==> config.mk <==
export PLATFORM = sky130hd
export DESIGN_NAME = xfer_sequencer_flat
export DESIGN_NICKNAME = d
export VERILOG_FILES = /design/src/rtl/xfer_sequencer_pkg.sv /design/src/rtl/xfer_sequencer_if.sv /design/src/rtl/xfer_timeout.sv /design/src/rtl/xfer_sequencer.sv /design/src/flat_wrapper.sv
export SDC_FILE = /design/constraint.sdc
export NUM_CORES = 1
export LEC_CHECK = 0
export BUFFER_PORTS_ARGS = -buffer_cell sky130_fd_sc_hd__buf_2
export CAP_MARGIN = 10
export CORE_ASPECT_RATIO = 1.1
export CORE_MARGIN = 10
export CORE_UTILIZATION = 45
export DETAILED_ROUTE_END_ITERATION = 7
export PLACE_DENSITY = 0.83
export SLEW_MARGIN = 15
export SYNTH_ARGS = -nofsm -noshare
export SYNTH_HDL_FRONTEND = slang
export SYNTH_SLANG_ARGS = --single-unit
==> constraint.sdc <==
create_clock -name clk -period 4.2 [get_ports clk]
set_input_delay 0 -clock clk [delete_from_list [all_inputs] [get_ports clk]]
set_output_delay 0 -clock clk [all_outputs]
set_load 0.05 [all_outputs]
==> src/rtl/xfer_sequencer_pkg.sv <==
// -----------------------------------------------------------------------------
// xfer_pkg
// Shared types and constants for the transfer sequencer slice.
//   state_t      : sequencer FSM states
//   NBYTES/NWORDS: frame geometry (NBYTES must equal 2*NWORDS)
//   BA_W/WA_W    : engine byte / word address widths
//   TIMEOUT_DEF  : default WAIT budget in cycles; TO_W_DEF its counter width
// -----------------------------------------------------------------------------
package xfer_pkg;

  localparam int NBYTES      = 32;
  localparam int NWORDS      = 16;
  localparam int BA_W        = 5;
  localparam int WA_W        = 4;
  localparam int TIMEOUT_DEF = 64;
  localparam int TO_W_DEF    = 7;

  typedef enum logic [2:0] {
    IDLE,
    LOAD,
    KICK,
    WAIT,
    RADDR,
    RDATA
  } state_t;

endpackage

==> src/rtl/xfer_sequencer_if.sv <==
// -----------------------------------------------------------------------------
// xfer_sequencer_if
// Generic valid/ready stream of W-bit beats with an end-of-frame marker.
//   valid/data/last : driven by the producer (master)
//   ready           : driven by the consumer (slave)
// -----------------------------------------------------------------------------
interface xfer_sequencer_if #(
  parameter int W = 8
);

  logic         valid;
  logic [W-1:0] data;
  logic         last;
  logic         ready;

  modport master (output valid, output data, output last, input ready);
  modport slave  (input valid, input data, input last, output ready);

endinterface

==> src/rtl/xfer_timeout.sv <==
// -----------------------------------------------------------------------------
// xfer_timeout
// Loadable down-counter used as the WAIT-state watchdog.
//   clk, rst_n : clock, synchronous active-low reset
//   clr        : force the count to zero
//   load       : load load_val (takes priority over en)
//   en         : count down one per cycle while non-zero
//   load_val   : reload value (budget - 1)
//   expire     : high while enabled with the count at zero (budget used up)
// -----------------------------------------------------------------------------
module xfer_timeout #(
  parameter int W = 7
) (
  input  logic         clk,
  input  logic         rst_n,
  input  logic         clr,
  input  logic         load,
  input  logic         en,
  input  logic [W-1:0] load_val,
  output logic         expire
);

  logic [W-1:0] cnt;

  // NOTE: the reset is synchronous, so rst_n is tested inside the clocked
  // block and not listed in the sensitivity list; all state updates use
  // non-blocking assignments so every register sees pre-edge values.
  always_ff @(posedge clk) begin
    if (!rst_n || clr) begin
      cnt <= '0;
    end else if (load) begin
      cnt <= load_val;
    end else if (en && cnt != '0) begin
      cnt <= cnt - 1'b1;
    end
  end

  assign expire = en && (cnt == '0);

endmodule

==> src/rtl/xfer_sequencer.sv <==
// -----------------------------------------------------------------------------
// xfer_sequencer
// Front-end controller for the byte-to-word transfer engine. One frame per
// start: load NBYTES bytes into the engine, kick it, wait for done (with a
// watchdog), then stream NWORDS packed words out.
//   clk, rst_n      : clock, synchronous active-low reset
//   start           : frame request, sampled only in IDLE
//   s_in (slave)    : input byte stream (valid/data/ready; last unused)
//   wr_en/wr_add/data_wr : engine byte-memory write port
//   op_mode         : one-cycle engine kick
//   done            : engine completion level; only its rising edge counts
//   rd_add/data_out : engine word read port, data one cycle after address
//   m_out (master)  : output word stream, last on word NWORDS-1
//   busy            : high outside IDLE
//   frame_done      : one-cycle pulse after the last word handshake
//   err             : sticky watchdog flag, cleared by reset or next start
// -----------------------------------------------------------------------------
module xfer_sequencer
  import xfer_pkg::*;
#(
  parameter int TIMEOUT = TIMEOUT_DEF,
  parameter int TO_W    = TO_W_DEF
) (
  input  logic            clk,
  input  logic            rst_n,
  input  logic            start,
  xfer_sequencer_if.slave  s_in,
  output logic            wr_en,
  output logic [BA_W-1:0] wr_add,
  output logic [7:0]      data_wr,
  output logic            op_mode,
  input  logic            done,
  output logic [WA_W-1:0] rd_add,
  input  logic [15:0]     data_out,
  xfer_sequencer_if.master m_out,
  output logic            busy,
  output logic            frame_done,
  output logic            err
);

  localparam logic [BA_W-1:0] LAST_BYTE = BA_W'(NBYTES - 1);
  localparam logic [WA_W-1:0] LAST_WORD = WA_W'(NWORDS - 1);
  localparam logic [TO_W-1:0] TO_LOAD   = TO_W'(TIMEOUT - 1);

  state_t          state, state_nxt;
  logic [BA_W-1:0] bc;
  logic [WA_W-1:0] wc;
  logic            done_q;

  logic byte_hs, word_hs, done_rise, last_word, to_expire;

  assign byte_hs   = (state == LOAD) && s_in.valid;
  assign word_hs   = (state == RDATA) && m_out.ready;
  // A done level left over from an earlier frame must not end WAIT.
  assign done_rise = done && !done_q;
  assign last_word = (wc == LAST_WORD);

  // Loaded in KICK so the count reaches zero on the TIMEOUT-th WAIT cycle.
  xfer_timeout #(.W(TO_W)) u_timeout (
    .clk      (clk),
    .rst_n    (rst_n),
    .clr      (state == IDLE),
    .load     (state == KICK),
    .en       (state == WAIT),
    .load_val (TO_LOAD),
    .expire   (to_expire)
  );

  always_ff @(posedge clk) begin
    if (!rst_n) begin
      state      <= IDLE;
      bc         <= '0;
      wc         <= '0;
      done_q     <= 1'b0;
      err        <= 1'b0;
      frame_done <= 1'b0;
    end else begin
      state      <= state_nxt;
      done_q     <= done;
      frame_done <= word_hs && last_word;
      if (state == IDLE && start) begin
        bc  <= '0;
        err <= 1'b0;
      end
      if (byte_hs) bc <= bc + 1'b1;
      if (state == WAIT) begin
        if (done_rise)      wc  <= '0;
        else if (to_expire) err <= 1'b1;
      end
      if (word_hs && !last_word) wc <= wc + 1'b1;
    end
  end

  // NOTE: state_nxt gets its default before the case, so every path assigns
  // it and no latch is inferred.
  always_comb begin
    state_nxt = state;
    unique case (state)
      IDLE:    if (start) state_nxt = LOAD;
      LOAD:    if (byte_hs && bc == LAST_BYTE) state_nxt = KICK;
      KICK:    state_nxt = WAIT;
      WAIT: begin
        if (done_rise)      state_nxt = RADDR;
        else if (to_expire) state_nxt = IDLE;
      end
      RADDR:   state_nxt = RDATA;
      RDATA:   if (word_hs) state_nxt = last_word ? IDLE : RADDR;
      default: state_nxt = IDLE;
    endcase
  end

  assign s_in.ready  = (state == LOAD);
  assign wr_en       = byte_hs;
  assign wr_add      = bc;
  assign data_wr     = s_in.data;
  assign op_mode     = (state == KICK);
  // wc is held through RDATA, so the address stays put under backpressure.
  assign rd_add      = (state == RADDR || state == RDATA) ? wc : '0;
  assign m_out.valid = (state == RDATA);
  assign m_out.data  = data_out;
  assign m_out.last  = (state == RDATA) && last_word;
  assign busy        = (state != IDLE);

endmodule

==> src/flat_wrapper.sv <==
// flat-port wrapper written by rule: the top's interface ports become plain ports
module xfer_sequencer_flat import xfer_pkg::*;
#(
  parameter int TIMEOUT = TIMEOUT_DEF,
  parameter int TO_W    = TO_W_DEF
)
  (clk, rst_n, start, wr_en, wr_add, data_wr, op_mode, done, rd_add, data_out, busy, frame_done, err, s_in_valid, s_in_data, s_in_last, s_in_ready, m_out_valid, m_out_data, m_out_last, m_out_ready);
  xfer_sequencer_if #(.W(8)) s_in_i ();
  xfer_sequencer_if #(.W(16)) m_out_i ();
  input  logic clk;
  input  logic rst_n;
  input  logic start;
  output logic wr_en;
  output logic [BA_W-1:0] wr_add;
  output logic [7:0] data_wr;
  output logic op_mode;
  input  logic done;
  output logic [WA_W-1:0] rd_add;
  input  logic [15:0] data_out;
  output logic busy;
  output logic frame_done;
  output logic err;
  input wire logic [$bits(s_in_i.valid)-1:0] s_in_valid;
  input wire logic [$bits(s_in_i.data)-1:0] s_in_data;
  input wire logic [$bits(s_in_i.last)-1:0] s_in_last;
  output wire logic [$bits(s_in_i.ready)-1:0] s_in_ready;
  output wire logic [$bits(m_out_i.valid)-1:0] m_out_valid;
  output wire logic [$bits(m_out_i.data)-1:0] m_out_data;
  output wire logic [$bits(m_out_i.last)-1:0] m_out_last;
  input wire logic [$bits(m_out_i.ready)-1:0] m_out_ready;
  assign s_in_i.valid = s_in_valid;
  assign s_in_i.data = s_in_data;
  assign s_in_i.last = s_in_last;
  assign s_in_ready = s_in_i.ready;
  assign m_out_valid = m_out_i.valid;
  assign m_out_data = m_out_i.data;
  assign m_out_last = m_out_i.last;
  assign m_out_i.ready = m_out_ready;
  xfer_sequencer #(.TIMEOUT(TIMEOUT), .TO_W(TO_W)) u_core (.clk(clk), .rst_n(rst_n), .start(start), .s_in(s_in_i), .wr_en(wr_en), .wr_add(wr_add), .data_wr(data_wr), .op_mode(op_mode), .done(done), .rd_add(rd_add), .data_out(data_out), .m_out(m_out_i), .busy(busy), .frame_done(frame_done), .err(err));
endmodule
Word level (Yosys, flattened, before mapping)

Index checks and enable logic that the tools add are counted.

Bits in registers: 22
Bits in latches: 0
RAM bits: 0
Memory bits (read-only): 0
Output and inout bits: 41
Memories kept: 0

Add/subtract/negate cells: 3
Multipliers: 0
Div/mod/pow operators: 0
Magnitude comparators: 0
Eq/ne operators: 11
Shift operators: 0
Multiplexer cells: 19
Bitwise logic cells: 0
Reductions and logical operators: 26

Operators with widths:

| kind                                                                     | count |
|---|---|
| 3-bit 2-to-1 mux                                                         | 6 |
| 3-bit case mux with 6 select lines                                       | 1 |
| 4-bit 2-to-1 mux                                                         | 4 |
| 6-bit 2-to-1 mux                                                         | 2 |
| 1-bit logical AND                                                        | 10 |
| 5-bit 2-to-1 mux                                                         | 2 |
| 2-bit nonzero test                                                       | 4 |
| 7-bit logical NOT                                                        | 1 |
| 7-bit nonzero test                                                       | 1 |
| 7-bit by 1-bit subtractor with 7-bit output (second input constant)      | 1 |
| 3-bit by 2-bit == test with 1-bit output (second input constant)         | 2 |
| 3-bit == test (second input constant)                                    | 2 |
| 5-bit by 1-bit adder with 5-bit output (second input constant)           | 1 |
| 5-bit == test (second input constant)                                    | 1 |
| 4-bit by 1-bit adder with 4-bit output (second input constant)           | 1 |
| 4-bit == test (second input constant)                                    | 1 |
| 1-bit 2-to-1 mux                                                         | 4 |
| 2-bit by 1-bit inequality test with 1-bit output (second input constant) | 2 |
| 4-bit AND reduction                                                      | 1 |
| 3-bit by 1-bit == test with 1-bit output (second input constant)         | 1 |
| 1-bit logical NOT                                                        | 3 |
| 3-bit logical NOT                                                        | 1 |
| 3-bit by 1-bit inequality test with 1-bit output (second input constant) | 1 |
| 3-bit nonzero test                                                       | 1 |
| other kinds (4)                                                          | 5 |

Longest topological paths before layout

Gate-level depths: netlist of the first run.

Word-level depth: 6
Mapped depth: 7
Mapped depth without buffers: 7

Modules after synthesis

Synthesis of the first run repeated with hierarchy kept, for this count alone.

Cells, all modules: 178
Area, all modules: 1456.4 um^2

Modules (own cells, without submodules):

| module         | instances | cells an instance | area each (um^2) | sequential area each (um^2) |
|---|---|---|---|---|
| xfer_sequencer | 1         | 129               | 1027.2           | 300.3 |
| xfer_timeout   | 1         | 49                | 429.2            | 140.1 |

Worst setup path before layout of the first run

No wires, ideal clock.

Path kind: reg-to-reg
Start point: reg u_core.bc[0], in the netlist u_core.wr_add[0]
End point: reg u_core.state[0]
Setup time: 0.072 ns
Data arrival time: 1.866 ns
Slack: 2.263 ns
Stages on the path, launching flop included: 8
Buffers on the path: 0
Cell sequence: dfxtp_1 ha_1 and3_1 ha_1 nand3b_1 a32oi_1 a21boi_1 mux2i_1

Cells in the longest elaborated chain, start to end: 4

RTL lines:

| item                                                       | line                  | RTL |
|---|---|---|
| from (decl)                                                | xfer_sequencer.sv:46  | `logic [BA_W-1:0] bc;` |
| from (signal assigned)                                     | xfer_sequencer.sv:85  | `if (byte_hs) bc <= bc + 1'b1;` |
| 5-bit == test                                              | xfer_sequencer.sv:100 | `LOAD: if (byte_hs && bc == LAST_BYTE) state_nxt = KICK;` |
| 1-bit logical AND                                          | xfer_sequencer.sv:100 |  |
| 2-bit by 1-bit inequality test with 1-bit output (no line) | -                     |  |
| 4-bit AND reduction (no line)                              | -                     |  |
| to (signal assigned)                                       | xfer_sequencer.sv:78  | `state <= state_nxt;` |
| to (decl)                                                  | xfer_sequencer.sv:45  | `state_t state, state_nxt;` |

Every way passes these cells.
A chain may end at the register's enable or synchronous reset.

Final worst setup path of the first run

Start point: reg u_core.u_timeout.cnt[2]
End point: reg u_core.state[1]

Cells in the longest elaborated chain, start to end: 4

RTL lines:

| item                                                       | line               | RTL |
|---|---|---|
| from (decl)                                                | xfer_timeout.sv:23 | `logic [W-1:0] cnt;` |
| from (signal assigned)                                     | xfer_timeout.sv:32 | `cnt <= load_val;` |
| from (signal assigned)                                     | xfer_timeout.sv:34 | `cnt <= cnt - 1'b1;` |
| 7-bit logical NOT                                          | xfer_timeout.sv:38 | `assign expire = en && (cnt == '0);` |
| 1-bit logical AND                                          | xfer_timeout.sv:38 |  |
| 3-bit by 1-bit inequality test with 1-bit output (no line) | -                  |  |
| 4-bit AND reduction (no line)                              | -                  |  |

Every way passes these cells.

==> impl_metrics.tcl, run 1 <==
set metrics [dict create \
    grt_pass1_wl_um 4260 \
    async_flop_share_pct 0 \
    dr.pass1.iters 4 \
    criticalPathCategory "flip-flop to flip-flop" \
    die-width_um 72.0 \
    ys_types 39 \
    worstHoldPathCells 0 \
    drc 0 \
    status "completed" \
    worst-slew-pin-transition_ns 0.589 \
    synth_commonest_cells "buf_4 (24), dfxtp_1 (22), nand2_1 (12)" \
    clk_pin_slew_ns 0.12 \
    syn_nets 196 \
    peakVddDrop_mv 0.299 \
    leakage_uw 0.000598 \
    num_io_pins 72 \
    yosysTopAreaCellShare_pct 32.9 \
    drv_slew 0 \
    max_slew_margin_pct 60.6 \
    drive_gt1_share_pct 19.3 \
    ys_seq_area_share_pct 32.9 \
    hold_viol 0 \
    finalCritPeriodShare_pct 44.9 \
    r2r-start "u_core.u_timeout.cnt[2]$_SDFFE_PP0P_" \
    cts_tree "done" \
    final.setup.tns_ns 0 \
    ff2ff_setup_slack_ns 2.32 \
    synth_top_area_cell "dfxtp_1" \
    rsz0062_at_grt "false" \
    final_nets 198 \
    fmax_mhz 531 \
    dpl_worst_slack_ns 2.33 \
    postSynthAreaPerCell_um2 8.37 \
    grtUsageTotal_pct 9.27 \
    initial_utilization_pct 47.8 \
    cap_viol_max_count 0 \
    grt_max_degree 15 \
    cts_inserted_buffers 3 \
    port_buffers 22 \
    ys_ff_latch 22 \
    finalSetupViolCount 0 \
    worst_ep_arrival_time_ns 2.10 \
    ctsHtreeMaxLevel 1 \
    cp.required_ns 4.42 \
    overflow 0 \
    whs_endpoint "data_wr[7]" \
    finalClockSkew_ns 0.00562 \
    row_count 20 \
    p_per_area_nw_per_um2 429 \
    fill_cells 284 \
    die_h_um 77.2 \
    ys.flop_type "dfxtp_1" \
    drt_iter0_drc 58 \
    wl_per_cell_um 13.1 \
    syn_to_final_growth_pct 0.654 \
    synth-edff-count 0 \
    cts-root-buf "clkbuf_4" \
    placed_cell_area_um2 1290 \
    finalWorstSetupSlack_ns 2.32 \
    coreArea_um2 2800 \
    period_minus_slack_ns 1.88 \
    gp_congestion 0.777 \
    grt_pass1_vias 933 \
    clock_sinks 22 \
    synth_cells 160 \
    regToRegEndpoint "u_core.state[1]$_SDFFE_PN0P_" \
    endpoint_kind "flip-flop" \
    reg2regPathDepth 4 \
    cts_buffer_depth 2 \
    antenna_cells 0 \
    cp_max_fo 14 \
    design_area_um2 1350 \
    dieArea_um2 5560 \
    antenna_found_initial 0 \
    clkLatencyLatePin_ns 0.32 \
    worstSetupStartpointType "flip-flop" \
    hp-class "input pin to output port" \
    vias_per_cell 5.40 \
    ys_top_cells_by_area "dfxtp_1 (33%), buf_4 (13%), ha_1 (4.7%)" \
    timing.hold.ws_ns 0.0000140 \
    synth_area_um2 1340 \
    yosysMostFrequentCell "buf_4" \
    drtAntennaViolNets 0 \
    hp-start "s_in_data[7]" \
    finalPower_uw 578 \
    vias 1047 \
    dpl.hpwl_um 1930 \
    drt-total-wl_um 2540 \
    ys.warnings.count 0 \
]
-- metal layers --
metal | share of wire [%] | vias to the layer above | track usage (%)
met1 | 47 | 458 | 10.9
met5 | 0 | - | 0
met3 | 6.7 | 15 | 3.35
li1 | - | 549 | -
met2 | 42 | 25 | 13.0
met4 | 3.9 | 0 | 7.56
-- critical path, cell delays in order, from the launching register on --
cell,delay (ns)
dfxtp_1,0.37
or4_4,0.57
o21a_1,0.35
and2_1,0.22
o311a_1,0.28
-- cell usage in the layout, fill, tap and decap left out, drive strengths merged, types with 2 or more instances in the layout --
master	synthesis	routed
a211oi	5	5
a21oi	8	8
a22oi	2	2
a311oi	4	4
and2	7	7
and3	3	3
and4	2	2
buf	25	22
clkbuf	2	4
dfxtp	22	22
dlygate4sd3	0	2
ha	5	5
inv	7	7
nand2	12	12
nand2b	2	2
nand3	8	8
nand3b	2	2
nor2	7	7
nor2b	10	10
nor3	7	7
o21ai	4	4
or4	2	2
-- state kept, by name, summed over array words and instances, names as in the netlist --
signal	count
u_core.frame_done	1
u_core.wr_add	5
u_core.u_timeout.cnt	7
u_core.state	3
u_core.err	1
u_core.done_q	1
u_core.wc	4
-- kinds of logic (layout without fill, tap and decap cells) --
logic type / after synthesis / after routing / synth area share (%)
buffers and inverters: 34 / 35 / 16.8
AO/OA/AOI/OAI: 30 / 30 / 15.5
adder cells (fa/ha/maj): 5 / 5 / 4.67
AND/OR/NAND/NOR: 68 / 68 / 29.3
flip-flops: 22 / 22 / 32.9
multiplexers: 1 / 1 / 0.748
-- metrics by stage --
stage          instances  utilization, %
2_1_floorplan        160               -
3_3_place_gp         188            46.1
3_5_place_dp         188            46.1
4_1_cts              194            48.1
5_1_grt              194            48.1
6_report             194            48.1
-- final cells by class --
class / instances / area (µm²) / share of cell area [%]
inverters: 7 / 26.3 / 1.95
multi-input cells: 104 / 673 / 50.0
clock buffers: 4 / 36.3 / 2.69
well taps: 33 / 41.3 / 3.06
repair buffers: 24 / 130 / 9.66
flip-flops and latches: 22 / 440 / 32.7
-- power breakdown --
part / switching (µW) / total [µW] / internal (µW)
clock: 64.6 / 118 / 53.1
sequential: 21.1 / 244 / 223
combinational: 150 / 216 / 66.1
-- how the worst max path moves through the flow --
stage	from	endpoint	slack [ns]
2_1_floorplan	u_core.wr_add[0]$_SDFFE_PN0P_	u_core.state[0]$_SDFFE_PN0P_	2.26
3_3_place_gp	u_core.u_timeout.cnt[2]$_SDFFE_PP0P_	u_core.state[1]$_SDFFE_PN0P_	2.34
3_5_place_dp	u_core.u_timeout.cnt[2]$_SDFFE_PP0P_	u_core.state[1]$_SDFFE_PN0P_	2.33
4_1_cts	u_core.u_timeout.cnt[2]$_SDFFE_PP0P_	u_core.state[1]$_SDFFE_PN0P_	2.31
5_1_grt	u_core.u_timeout.cnt[2]$_SDFFE_PP0P_	u_core.state[1]$_SDFFE_PN0P_	2.22
6_report	u_core.u_timeout.cnt[2]$_SDFFE_PP0P_	u_core.state[1]$_SDFFE_PN0P_	2.32
-- repair_timing --
item                                   in CTS  in global routing
buffers inserted                            0                  0
gates resized for setup                     0                  0
endpoints found under the hold margin       2                  0
hold buffers                                2                  0
(Power assumes the default switching activity.)
==> inputs of run 2 (changes only) <==
- CORE_UTILIZATION: 45 -> 44
- PLACE_DENSITY: 0.83 -> 0.82
- clock period: 4.2 -> 1.8 ns (I/O delays scaled with it)
==> impl_metrics.tcl, run 2 (synthesis gave the netlist of run 1 again) <==
set metrics [dict create \
    status "completed" \
    largest_reg_flops 7 \
    slowest_delay_ns 0.56 \
    syn_to_final_growth_pct 5.79 \
    drt_iter0_drc 28 \
    initial_utilization_pct 46.9 \
    hold_viol 0 \
    internal_power_uw 815 \
    grt_use_met2_pct 13.2 \
    dpl.hpwl_um 2050 \
    leakage_uw 0.000628 \
    criticalPathCategory "flip-flop to flip-flop" \
    drtAntennaViolNets 0 \
    cap_viol_max_count 0 \
    dpl_worst_slack_ns 0.0905 \
    num_io_pins 72 \
    peakVddDrop_mv 0.712 \
    combPwrFrac_pct 38.0 \
    whs_endpoint "m_out_data[1]" \
    period_minus_slack_ns 1.73 \
    grt.busiest_layer "met2" \
    worstHoldPathCells 0 \
    wl_per_cell_um 13.7 \
    p_sw_uw 574 \
    critPathSlowestCell "or4_4" \
    final_cell_mix "buf_2 (22), dfxtp_1 (20), nand2_1 (12)" \
    coreArea_um2 2850 \
    worstSetupStartpointType "flip-flop" \
    grt_pass1_wl_um 4410 \
    grt_max_degree 14 \
    vias_per_cell 5.42 \
    clk_pin_slew_ns 0.12 \
    layout_commonest_cell "buf_2" \
    clock_sinks 22 \
    regToRegEndpoint "u_core.u_timeout.cnt[5]$_SDFFE_PP0P_" \
    cts_buffer_depth 2 \
    use_met1_pct 10.9 \
    path_buf_inv 1 \
    grtUsageTotal_pct 9.41 \
    r2r-start "u_core.u_timeout.cnt[2]$_SDFFE_PP0P_" \
    ff2ff_setup_slack_ns 0.07 \
    worst_ep_arrival_time_ns 1.96 \
    ctsHtreeMaxLevel 1 \
    gp_congestion 0.836 \
    drc 0 \
    dieArea_um2 5650 \
    finalSetupViolCount 0 \
    p_per_area_nw_per_um2 980 \
    cp.required_ns 2.02 \
    finalClockSkew_ns 0.00299 \
    cp_top_family "simple AND/OR/NAND/NOR gates" \
    final.setup.tns_ns 0 \
    cts_tree "done" \
    hp-class "input pin to output port" \
    final_nets 203 \
    use_met3_pct 4.83 \
    drt-total-wl_um 2730 \
    cts-root-buf "clkbuf_4" \
    p_seq_share_pct 41.2 \
    clkLatencyLatePin_ns 0.33 \
    finalCritPeriodShare_pct 96.3 \
    p_clk_share_pct 20.9 \
    swShare_pct 41.3 \
    cp_max_fo 12 \
    drive_gt1_share_pct 23.5 \
    fmax_mhz 577 \
    antenna_cells 0 \
    reg2regPathDepth 5 \
    row_count 20 \
    dr.pass1.iters 4 \
    top_register "u_core.u_timeout.cnt" \
    vias 1078 \
    utilization_pct 49.6 \
    endpoint_kind "flip-flop" \
    grt_pass1_vias 995 \
    timing.hold.ws_ns 0.0000193 \
    crit_chain "or4_4 > o21a_2 > buf_12 > a311oi_1 > nor3_1" \
    max_slew_margin_pct 71.3 \
    die_h_um 77.9 \
    postCtsSetupRepairBufs 0 \
    drv_slew 0 \
    antenna_found_initial 0 \
    finalPower_uw 1390 \
    die-width_um 72.6 \
    overflow 0 \
    port_buffers 22 \
    finalWorstSetupSlack_ns 0.0657 \
    fill_cells 277 \
    worst-slew-pin-transition_ns 0.430 \
    cts_inserted_buffers 3 \
    hp-start "data_out[1]" \
]
-- run 2: area by class of cell --
cell class                 count  area, µm²  area share, %
multi-input combinational    104        687           48.5
sequential                    22        443           31.3
timing repair buffer          29        183           12.9
tap                           33       41.3           2.92
clock buffer                   4       36.3           2.56
inverter                       7       26.3           1.86
-- run 2: metal layers --
layer / vias to the layer above / part of all wire, %
met5: - / 0
met4: 0 / 2.4
met3: 12 / 8.7
met2: 34 / 44
met1: 478 / 45
li1: 554 / -
-- run 2: metrics by stage --
stage | area (µm²) | cells
after floorplan | 1350 | 160
after global placement | 1340 | 192
after detailed placement | 1340 | 192
after CTS | 1410 | 199
after global routing | 1420 | 199
final | 1420 | 199
-- run 2: worst max path at each step --
stage,from,endpoint,slack (ns),depth (start not counted)
2_1_floorplan,u_core.wr_add[2]$_SDFFE_PN0P_,u_core.state[0]$_SDFFE_PN0P_,0.06,6
3_3_place_gp,u_core.u_timeout.cnt[2]$_SDFFE_PP0P_,u_core.u_timeout.cnt[4]$_SDFFE_PP0P_,0.13,5
3_5_place_dp,u_core.u_timeout.cnt[2]$_SDFFE_PP0P_,u_core.u_timeout.cnt[4]$_SDFFE_PP0P_,0.09,5
4_1_cts,u_core.u_timeout.cnt[2]$_SDFFE_PP0P_,u_core.u_timeout.cnt[5]$_SDFFE_PP0P_,0.06,5
5_1_grt,u_core.u_timeout.cnt[2]$_SDFFE_PP0P_,u_core.u_timeout.cnt[4]$_SDFFE_PP0P_,-0.02,5
6_report,u_core.u_timeout.cnt[2]$_SDFFE_PP0P_,u_core.u_timeout.cnt[5]$_SDFFE_PP0P_,0.07,5
-- run 2: what timing repair did --
item                       in CTS  in global routing
setup endpoints to repair       0                  1
gates resized for setup         0                  2
hold buffers                    3                  0
hold endpoints to repair        3                  0
-- run 2: power groups by stage --
| stage | clock (µW) | combinational [µW] | sequential (µW) |
|---|---|---|---|
| floorplan | 0 | 531 | 594 |
| global placement | 0 | 513 | 581 |
| detailed placement | 0 | 519 | 582 |
| CTS | 292 | 524 | 570 |
| global route | 312 | 575 | 578 |
| finish | 290 | 527 | 572 |
